$ cat config.mk
export PLATFORM = sky130hd
export DESIGN_NAME = spi_master_mcs_flat
export DESIGN_NICKNAME = d
export VERILOG_FILES = /design/src/rtl/spi_master_mcs_if.sv /design/src/rtl/spi_master_mcs.sv /design/src/flat_wrapper.sv
export SDC_FILE = /design/constraint.sdc
export NUM_CORES = 1
export LEC_CHECK = 0
export ABC_AREA = 1
export CAP_MARGIN = 20
export CORE_ASPECT_RATIO = 0.7
export CORE_MARGIN = 1
export CORE_UTILIZATION = 50
export CTS_CLUSTER_DIAMETER = 60
export DETAILED_ROUTE_END_ITERATION = 8
export GPL_TIMING_DRIVEN = 1
export PLACE_DENSITY = 0.85
export SYNTH_ARGS = -nofsm -noshare
export SYNTH_HDL_FRONTEND = slang
export SYNTH_SLANG_ARGS = --single-unit
$ cat constraint.sdc
create_clock -name i_clk -period 1.5 [get_ports i_clk]
set_input_delay 0.3 -clock i_clk [delete_from_list [all_inputs] [get_ports i_clk]]
set_output_delay 0.3 -clock i_clk [all_outputs]
set_load 0.01 [all_outputs]
$ cat src/rtl/spi_master_mcs_if.sv
// spi_master_mcs_if
//   Client-side word stream bundle for spi_master_mcs.
//   Signal names match the original flat port names so the client-side
//   wiring reads the same as before.
//   Signals:
//     i_TX_BYTE   word to transmit
//     i_TX_DE     TX valid; accepted when i_TX_DE & o_TX_READY
//     o_TX_READY  master can accept a word this cycle
//     i_CS_SEL    target chip-select index, latched at the first accept of a frame
//     i_HOLD_CS   latched per word; 1 keeps CS asserted after this word
//     o_RX_BYTE   last received word
//     o_RX_DE     one-cycle pulse, o_RX_BYTE valid
//   Modports:
//     master  used by spi_master_mcs
//     slave   used by the word-stream client
interface spi_master_mcs_if #(
    parameter int DWIDTH = 8,
    parameter int NUM_CS = 4
);
    localparam int SELW = (NUM_CS > 1) ? $clog2(NUM_CS) : 1;

    logic [DWIDTH-1:0] i_TX_BYTE;
    logic              i_TX_DE;
    logic              o_TX_READY;
    logic [SELW-1:0]   i_CS_SEL;
    logic              i_HOLD_CS;
    logic [DWIDTH-1:0] o_RX_BYTE;
    logic              o_RX_DE;

    modport master (
        input  i_TX_BYTE, i_TX_DE, i_CS_SEL, i_HOLD_CS,
        output o_TX_READY, o_RX_BYTE, o_RX_DE
    );

    modport slave (
        output i_TX_BYTE, i_TX_DE, i_CS_SEL, i_HOLD_CS,
        input  o_TX_READY, o_RX_BYTE, o_RX_DE
    );
endinterface

$ cat src/rtl/spi_master_mcs.sv
// spi_master_mcs
//   SPI master for all four CPOL/CPHA modes with a programmable SCLK
//   divider, NUM_CS one-hot active-low chip selects and burst transfers
//   that keep CS asserted between words. All outputs are registered.
//   Ports:
//     i_clk          system clock
//     rst_n          asynchronous active-low reset
//     io_bus         word-stream handshake (spi_master_mcs_if.master)
//     clockPolarity  CPOL, sampled in IDLE only
//     clockPhase     CPHA, sampled in IDLE only
//     i_LSB_FIRST    only with SPI_MASTER_MCS_LSB_FIRST_EN; LSB-first shifting
//     o_spi_clk      SCLK
//     i_spi_miso     serial in (already synchronised)
//     o_spi_mosi     serial out
//     o_spi_cs       active-low chip selects, at most one low
//   Build option: define SPI_MASTER_MCS_LSB_FIRST_EN to add i_LSB_FIRST.
module spi_master_mcs #(
    parameter int DWIDTH  = 8,
    parameter int NUM_CS  = 4,
    parameter int CLK_DIV = 4,
    parameter int CS_GAP  = 2
) (
    input  logic              i_clk,
    input  logic              rst_n,
    spi_master_mcs_if.master  io_bus,
    input  logic              clockPolarity,
    input  logic              clockPhase,
`ifdef SPI_MASTER_MCS_LSB_FIRST_EN
    input  logic              i_LSB_FIRST,
`endif
    output logic              o_spi_clk,
    input  logic              i_spi_miso,
    output logic              o_spi_mosi,
    output logic [NUM_CS-1:0] o_spi_cs
);
    localparam int SELW = (NUM_CS > 1) ? $clog2(NUM_CS) : 1;
    localparam int MAXC = (CLK_DIV > CS_GAP) ? CLK_DIV : CS_GAP;
    localparam int CW   = $clog2(MAXC + 1);
    localparam int EW   = $clog2(2 * DWIDTH + 1);

    typedef enum logic [2:0] {IDLE, SETUP, SHIFT, BURST_WAIT, GAP} state_t;

    state_t            r_state;
    state_t            w_next;
    logic [CW-1:0]     r_cnt;
    logic [EW-1:0]     r_edge;
    logic              r_cpol;
    logic              r_cpha;
    logic              r_lsb;
    logic              r_hold;
    logic [DWIDTH-1:0] r_tx;
    logic [DWIDTH-1:0] r_rx;

    logic              w_lsb_in;
    logic              w_accept;
    logic              w_setup_done;
    logic              w_tick;
    logic              w_done;
    logic              w_gap_done;
    logic              w_lead;
    logic              w_sample;
    logic              w_shift;
    logic              w_ld_cpha;
    logic              w_ld_lsb;
    logic              w_ld_bit;
    logic [DWIDTH-1:0] w_ld_rest;
    logic              w_tx_bit;
    logic [DWIDTH-1:0] w_tx_rest;
    logic [DWIDTH-1:0] w_rx_next;
    logic [NUM_CS-1:0] w_cs_dec;

`ifdef SPI_MASTER_MCS_LSB_FIRST_EN
    assign w_lsb_in = i_LSB_FIRST;
`else
    assign w_lsb_in = 1'b0;
`endif

    // o_TX_READY is only ever high in IDLE or BURST_WAIT, so it doubles
    // as the state qualifier for an accept.
    assign w_accept     = io_bus.i_TX_DE & io_bus.o_TX_READY;
    assign w_setup_done = (r_cnt == CW'(CLK_DIV - 1));
    assign w_tick       = (r_cnt == CW'(CLK_DIV - 1)) && (r_edge != EW'(2 * DWIDTH));
    assign w_done       = (r_edge == EW'(2 * DWIDTH)) && (r_cnt == CW'(CLK_DIV));
    assign w_gap_done   = (r_cnt == CW'(CS_GAP - 1));

    // Edge index is even for leading edges (first edge of each SCLK period).
    assign w_lead   = ~r_edge[0];
    assign w_sample = r_cpha ? ~w_lead : w_lead;
    // CPHA=0 already put the first bit out at accept, so the final trailing
    // edge has nothing left to shift.
    assign w_shift  = r_cpha ? w_lead : (~w_lead && (r_edge != EW'(2 * DWIDTH - 1)));

    // A burst word reuses the mode latched at the start of the frame.
    assign w_ld_cpha = (r_state == IDLE) ? clockPhase : r_cpha;
    assign w_ld_lsb  = (r_state == IDLE) ? w_lsb_in   : r_lsb;
    assign w_ld_bit  = w_ld_lsb ? io_bus.i_TX_BYTE[0] : io_bus.i_TX_BYTE[DWIDTH-1];
    assign w_ld_rest = w_ld_lsb ? (io_bus.i_TX_BYTE >> 1) : (io_bus.i_TX_BYTE << 1);
    assign w_tx_bit  = r_lsb ? r_tx[0] : r_tx[DWIDTH-1];
    assign w_tx_rest = r_lsb ? (r_tx >> 1) : (r_tx << 1);
    // LSB-first fills from the top so the word ends up in natural order.
    assign w_rx_next = r_lsb ? {i_spi_miso, r_rx[DWIDTH-1:1]}
                             : {r_rx[DWIDTH-2:0], i_spi_miso};

    // Out-of-range selects match nothing and leave every CS high.
    always_comb begin
        w_cs_dec = '1;
        for (int unsigned i = 0; i < NUM_CS; i++) begin
            if (io_bus.i_CS_SEL == SELW'(i)) begin
                w_cs_dec[i] = 1'b0;
            end
        end
    end

    always_ff @(posedge i_clk or negedge rst_n) begin
        if (!rst_n) begin
            r_state <= IDLE;
        end else begin
            r_state <= w_next;
        end
    end

    always_comb begin
        w_next = r_state;
        case (r_state)
            IDLE:       if (w_accept)     w_next = SETUP;
            SETUP:      if (w_setup_done) w_next = SHIFT;
            SHIFT:      if (w_done)       w_next = r_hold ? BURST_WAIT : GAP;
            BURST_WAIT: if (w_accept)     w_next = SETUP;
            GAP:        if (w_gap_done)   w_next = IDLE;
            default:                      w_next = IDLE;
        endcase
    end

    always_ff @(posedge i_clk or negedge rst_n) begin
        if (!rst_n) begin
            r_cnt             <= '0;
            r_edge            <= '0;
            r_cpol            <= 1'b0;
            r_cpha            <= 1'b0;
            r_lsb             <= 1'b0;
            r_hold            <= 1'b0;
            r_tx              <= '0;
            r_rx              <= '0;
            o_spi_clk         <= 1'b0;
            o_spi_mosi        <= 1'b0;
            o_spi_cs          <= '1;
            io_bus.o_RX_BYTE  <= '0;
            io_bus.o_RX_DE    <= 1'b0;
            io_bus.o_TX_READY <= 1'b0;
        end else begin
            io_bus.o_RX_DE    <= 1'b0;
            io_bus.o_TX_READY <= (w_next == IDLE) || (w_next == BURST_WAIT);

            case (r_state)
                IDLE: begin
                    r_cpol    <= clockPolarity;
                    r_cpha    <= clockPhase;
                    r_lsb     <= w_lsb_in;
                    o_spi_clk <= clockPolarity;
                    if (w_accept) begin
                        o_spi_cs <= w_cs_dec;
                    end
                end
                SETUP: begin
                    r_cnt <= w_setup_done ? '0 : r_cnt + CW'(1);
                end
                SHIFT: begin
                    if (w_tick) begin
                        o_spi_clk <= ~o_spi_clk;
                        r_edge    <= r_edge + EW'(1);
                        r_cnt     <= '0;
                        if (w_sample) begin
                            r_rx <= w_rx_next;
                        end
                        if (w_shift) begin
                            o_spi_mosi <= w_tx_bit;
                            r_tx       <= w_tx_rest;
                        end
                    end else if (w_done) begin
                        io_bus.o_RX_DE   <= 1'b1;
                        io_bus.o_RX_BYTE <= r_rx;
                        r_cnt            <= '0;
                        if (!r_hold) begin
                            o_spi_cs <= '1;
                        end
                    end else begin
                        r_cnt <= r_cnt + CW'(1);
                    end
                end
                BURST_WAIT: begin
                    o_spi_clk <= r_cpol;
                end
                GAP: begin
                    o_spi_cs  <= '1;
                    o_spi_clk <= r_cpol;
                    r_cnt     <= w_gap_done ? '0 : r_cnt + CW'(1);
                end
                default: begin
                    o_spi_cs <= '1;
                end
            endcase

            // Word load shared by the first accept of a frame and burst accepts.
            if (w_accept) begin
                r_hold <= io_bus.i_HOLD_CS;
                r_cnt  <= '0;
                r_edge <= '0;
                r_rx   <= '0;
                if (!w_ld_cpha) begin
                    o_spi_mosi <= w_ld_bit;
                    r_tx       <= w_ld_rest;
                end else begin
                    r_tx <= io_bus.i_TX_BYTE;
                end
            end
        end
    end
endmodule

$ cat src/flat_wrapper.sv
// flat-port wrapper written by rule: the top's interface ports become plain ports
module spi_master_mcs_flat 
#(
    parameter int DWIDTH  = 8,
    parameter int NUM_CS  = 4,
    parameter int CLK_DIV = 4,
    parameter int CS_GAP  = 2
)
  (i_clk, rst_n, clockPolarity, clockPhase, o_spi_clk, i_spi_miso, o_spi_mosi, o_spi_cs, io_bus_i_TX_BYTE, io_bus_i_TX_DE, io_bus_i_CS_SEL, io_bus_i_HOLD_CS, io_bus_o_TX_READY, io_bus_o_RX_BYTE, io_bus_o_RX_DE);
  spi_master_mcs_if #(.DWIDTH(DWIDTH), .NUM_CS(NUM_CS)) io_bus_i ();
  input  logic i_clk;
  input  logic rst_n;
  input  logic clockPolarity;
  input  logic clockPhase;
  output logic o_spi_clk;
  input  logic i_spi_miso;
  output logic o_spi_mosi;
  output logic [NUM_CS-1:0] o_spi_cs;
  input wire logic [$bits(io_bus_i.i_TX_BYTE)-1:0] io_bus_i_TX_BYTE;
  input wire logic [$bits(io_bus_i.i_TX_DE)-1:0] io_bus_i_TX_DE;
  input wire logic [$bits(io_bus_i.i_CS_SEL)-1:0] io_bus_i_CS_SEL;
  input wire logic [$bits(io_bus_i.i_HOLD_CS)-1:0] io_bus_i_HOLD_CS;
  output wire logic [$bits(io_bus_i.o_TX_READY)-1:0] io_bus_o_TX_READY;
  output wire logic [$bits(io_bus_i.o_RX_BYTE)-1:0] io_bus_o_RX_BYTE;
  output wire logic [$bits(io_bus_i.o_RX_DE)-1:0] io_bus_o_RX_DE;
  assign io_bus_i.i_TX_BYTE = io_bus_i_TX_BYTE;
  assign io_bus_i.i_TX_DE = io_bus_i_TX_DE;
  assign io_bus_i.i_CS_SEL = io_bus_i_CS_SEL;
  assign io_bus_i.i_HOLD_CS = io_bus_i_HOLD_CS;
  assign io_bus_o_TX_READY = io_bus_i.o_TX_READY;
  assign io_bus_o_RX_BYTE = io_bus_i.o_RX_BYTE;
  assign io_bus_o_RX_DE = io_bus_i.o_RX_DE;
  spi_master_mcs #(.DWIDTH(DWIDTH), .NUM_CS(NUM_CS), .CLK_DIV(CLK_DIV), .CS_GAP(CS_GAP)) u_core (.i_clk(i_clk), .rst_n(rst_n), .io_bus(io_bus_i), .clockPolarity(clockPolarity), .clockPhase(clockPhase), .o_spi_clk(o_spi_clk), .i_spi_miso(i_spi_miso), .o_spi_mosi(o_spi_mosi), .o_spi_cs(o_spi_cs));
endmodule
==> impl_metrics.yaml <==
outcome:
  outcome: "complete, but fails checks"
  violations: "setup timing"
global_route:
  grt_max_degree: 48
  grt_pass1_wl_mm: 11.97
  grt_pass1_vias: 2570
  grt_busiest_layer: "met2"
  grt_usage_pct: 26.35
  gr-usage-met3_pct: 6.401
  use_met2_pct: 41.79
  grt.met1_usage_pct: 36.76
  grt-ovfl-total: 0
  antenna_found_initial: 0
drt:
  ant_nets: 0
  drc_errors: 0
  routed_via_density: 5.480
  wl_per_cell_um: 14.85
  dr.pass1.iters: 6
  vias: 2795
  wl_mm: 7.573
  dr.first_iter.drc_count: 285
final_layout:
  layout_commonest_cell: "nand2_1"
  area_growth_pct: 38.57
  utilization_pct: 71.94
  drive_gt1_share_pct: 25.80
  final_cell_mix: "nand2_1 (81), inv_1 (44), dfrtp_1 (42), buf_4 (33), o21ai_0 (32)"
  final_nets: 462
  diodes: 0
  instances_no_fill: 510
logic_synthesis:
  synth-simple-area-share_pct: 28.57
  synth_cell_types: 28
  synth_compound_area_share_pct: 14.47
  synth_area_mm2: 0.002715
  synth_mux_area_share_pct: 0
  syn_nets: 394
  synth_fa_ha_area_share_pct: 3.687
  syn-instance-count: 369
  ys_top_cells_by_area: "dfrtp_1 (40%), nand2_1 (13%), o21ai_0 (8.3%)"
  synth_top_family_by_area: "simple AND/OR/NAND/NOR gates"
  synth_warnings: 0
  synth-xor-area-share_pct: 0
  synth_top_area_share_pct: 39.63
  syn_avg_cell_area_um2: 7.358
  ys_seq_elements: 47
  synth.largest_area_cell: "dfrtp_1"
  ys_seq_area_share_pct: 43.50
power:
  switching_share_pct: 42.02
  powerDensity_mw_per_mm2: 1594
  power.leakage_nw: 1.909
  p_clk_share_pct: 15.7
  pwr-share-comb_pct: 51.3
  p_seq_share_pct: 33.0
  internal-power_mw: 3.477
  switchingPower_mw: 2.519
  vdd_ir_drop_max_v: 0.0005395
placed_design:
  dpl.cell_count: 493
  port_buffers: 32
  dp_hpwl_mm: 4.660
  preCtsSetupSlack_ps: -277.7
  globalplace.congestion: 0.8857
floorplan:
  die_area_mm2: 0.005734
  die_h_um: 63.66
  die_w_um: 90.08
  rows: 22
  initial_utilization_pct: 51.91
  pin_count: 33
  core_area_mm2: 0.005230
worst_setup_path:
  path_max_fanout: 7
  r2r_slack_ps: -230
  r2r_start: "u_core.r_edge[0]"
  path_cells: "ha_2 -> inv_2 -> nor3_4 -> ha_2 -> nand2_2 -> nand3_4 -> nand2_4 -> nand3_4 -> nand2_2 -> o21ai_2 -> nor2_1"
  critPathLaunch: "u_core.r_edge[0]"
  crit_type: "reg -> reg"
  rr_worst_depth: 11
  crit_arrival_ps: 1950
  required_ps: 1720
  crit_path_end: "u_core.r_tx[4]"
  critPathMaxStageDelay_ps: 420
  cp-end-kind: "flop"
  critPathSlowestCell: "dfrtp_1"
  critPathLaunchType: "flop"
  r2r_end: "u_core.r_tx[4]"
clocking:
  cts_root_buf: "clkbuf_8"
  clockBufferDepth: 2
  clk_pin_slew_ps: 90
  htree_levels: 2
  cts_sinks: 47
  cts_made_buffers: 5
  worstSkewPairLatency_ps: 310
  tritoncts: "done"
hold_path:
  hold_class: "reg -> reg"
  min_path_cells: 2
timing:
  fin_ws_ps: -229.8
  slew_headroom_pct: 65.41
  layout_worst_path_cycle_share_pct: 115.3
  finClkSkew_ps: 11.05
  finalHoldViolCount: 0
  min_period_ps: 1730
  maxSlewViolCount: 0
  tightest_slew_ps: 516.9
  grt_setup_unrepaired: "true"
  setup_violations: 33
  fmax_mhz: 578.1
run:
  maxCapViolations: 0
==> how the worst min path moves through the flow <==
stage	from	to
4_1_cts	u_core.o_spi_cs[0]	u_core.o_spi_cs[0]
3_5_place_dp	rst_n	u_core.o_spi_clk
2_1_floorplan	rst_n	u_core.io_bus.o_RX_BYTE[0]
6_report	u_core.o_spi_cs[0]	u_core.o_spi_cs[0]
3_3_place_gp	rst_n	u_core.o_spi_clk
5_1_grt	u_core.o_spi_cs[0]	u_core.o_spi_cs[0]
==> state kept, by name (all words and copies together), names as in the netlist <==
signal	flops
u_core.io_bus.o_RX_BYTE	8
u_core.io_bus.o_RX_DE	1
u_core.io_bus.o_TX_READY	1
u_core.o_spi_clk	1
u_core.o_spi_cs	4
u_core.o_spi_mosi	1
u_core.r_cnt	3
u_core.r_cpha	1
u_core.r_cpol	1
u_core.r_edge	5
u_core.r_hold	1
u_core.r_lsb	1
u_core.r_rx	8
u_core.r_state	3
u_core.r_tx	8
==> critical path, delay by kind of cell, from the launching register on <==
family | cells | cell delay (ps)
adders and majority gates | 2 | 380
AOI/OAI and AO/OA | 1 | 50
buffers and inverters | 1 | 70
and+or+nand+nor | 7 | 730
DFF | 1 | 420
==> layout make-up <==
class	instances	area, µm²
Clock buffer	6	72.57
Fill cell	378	1468
Tap cell	72	90.09
Inverter	55	214.0
Clock inverter	2	37.54
Timing Repair Buffer	71	658.1
Multi-Input combinational cell	257	1508
Sequential cell	47	1182
==> Yosys cell counts <==
master	count
o21ai_0	45
inv_1	52
o21ai_2	2
o22ai_1	1
clkbuf_1	4
nand2_1	94
nand3b_1	1
buf_2	6
nand3_4	2
inv_4	1
ha_1	8
o21ai_4	1
nor3_1	15
o211ai_1	1
dfstp_2	4
a211oi_1	1
o21ai_1	1
o21bai_1	1
nand3_1	29
buf_6	1
nor2_1	26
a21oi_1	20
nand3_2	2
nand2_2	3
inv_2	2
dfrtp_1	43
nor2_4	1
nand4_1	2
==> power groups by stage <==
| stage | Combinational, mW | Sequential [mW] | Clock [mW] |
|---|---|---|---|
| global route | 3.35 | 2.02 | 0.998 |
| global placement | 2.40 | 1.96 | 0 |
| floorplan | 1.47 | 1.99 | 0 |
| finish | 3.08 | 1.98 | 0.939 |
| detailed placement | 2.50 | 1.97 | 0 |
| CTS | 2.70 | 1.96 | 0.929 |
==> kinds of logic (layout without fill, tap and decap cells) <==
| kind of cell | after synthesis | after routing |
|---|---|---|
| and+or+nand+nor | 175 | 176 |
| buffers and inverters | 66 | 134 |
| DFF | 47 | 47 |
| adders and majority gates | 8 | 8 |
| AOI/OAI and AO/OA | 73 | 73 |
==> timing repair <==
action                                  in CTS  in global routing
endpoints found under the setup margin      43                 47
cloned                                       1                  0
pin swaps                                   10                 11
hold buffers                                 1                  0
buffers inserted                             2                  5
resized for setup                           49                 37
endpoints found under the hold margin       43                  0
==> routing by layer <==
| layer | vias up | wire length [µm] |
|---|---|---|
| li1 | 1321 | - |
| met4 | 0 | 148 |
| met1 | 1309 | 3412 |
| met3 | 25 | 575 |
| met2 | 140 | 3436 |
| met5 | - | 0 |
==> per-stage QoR <==
step | area [µm²] | power [mW] | hold WS, ps | TNS (ps)
detailed placement | 3363 | 4.472 | 301.4 | -5265
finish | 3762 | 5.996 | 473.4 | -3679
CTS | 3598 | 5.588 | 475.7 | -904.6
global placement | 3363 | 4.362 | 300.4 | -3824
floorplan | 2750 | 3.454 | 4.409 | -85.31
global route | 3762 | 6.370 | 484.6 | -6262
Power figures use the tool's default switching activity.
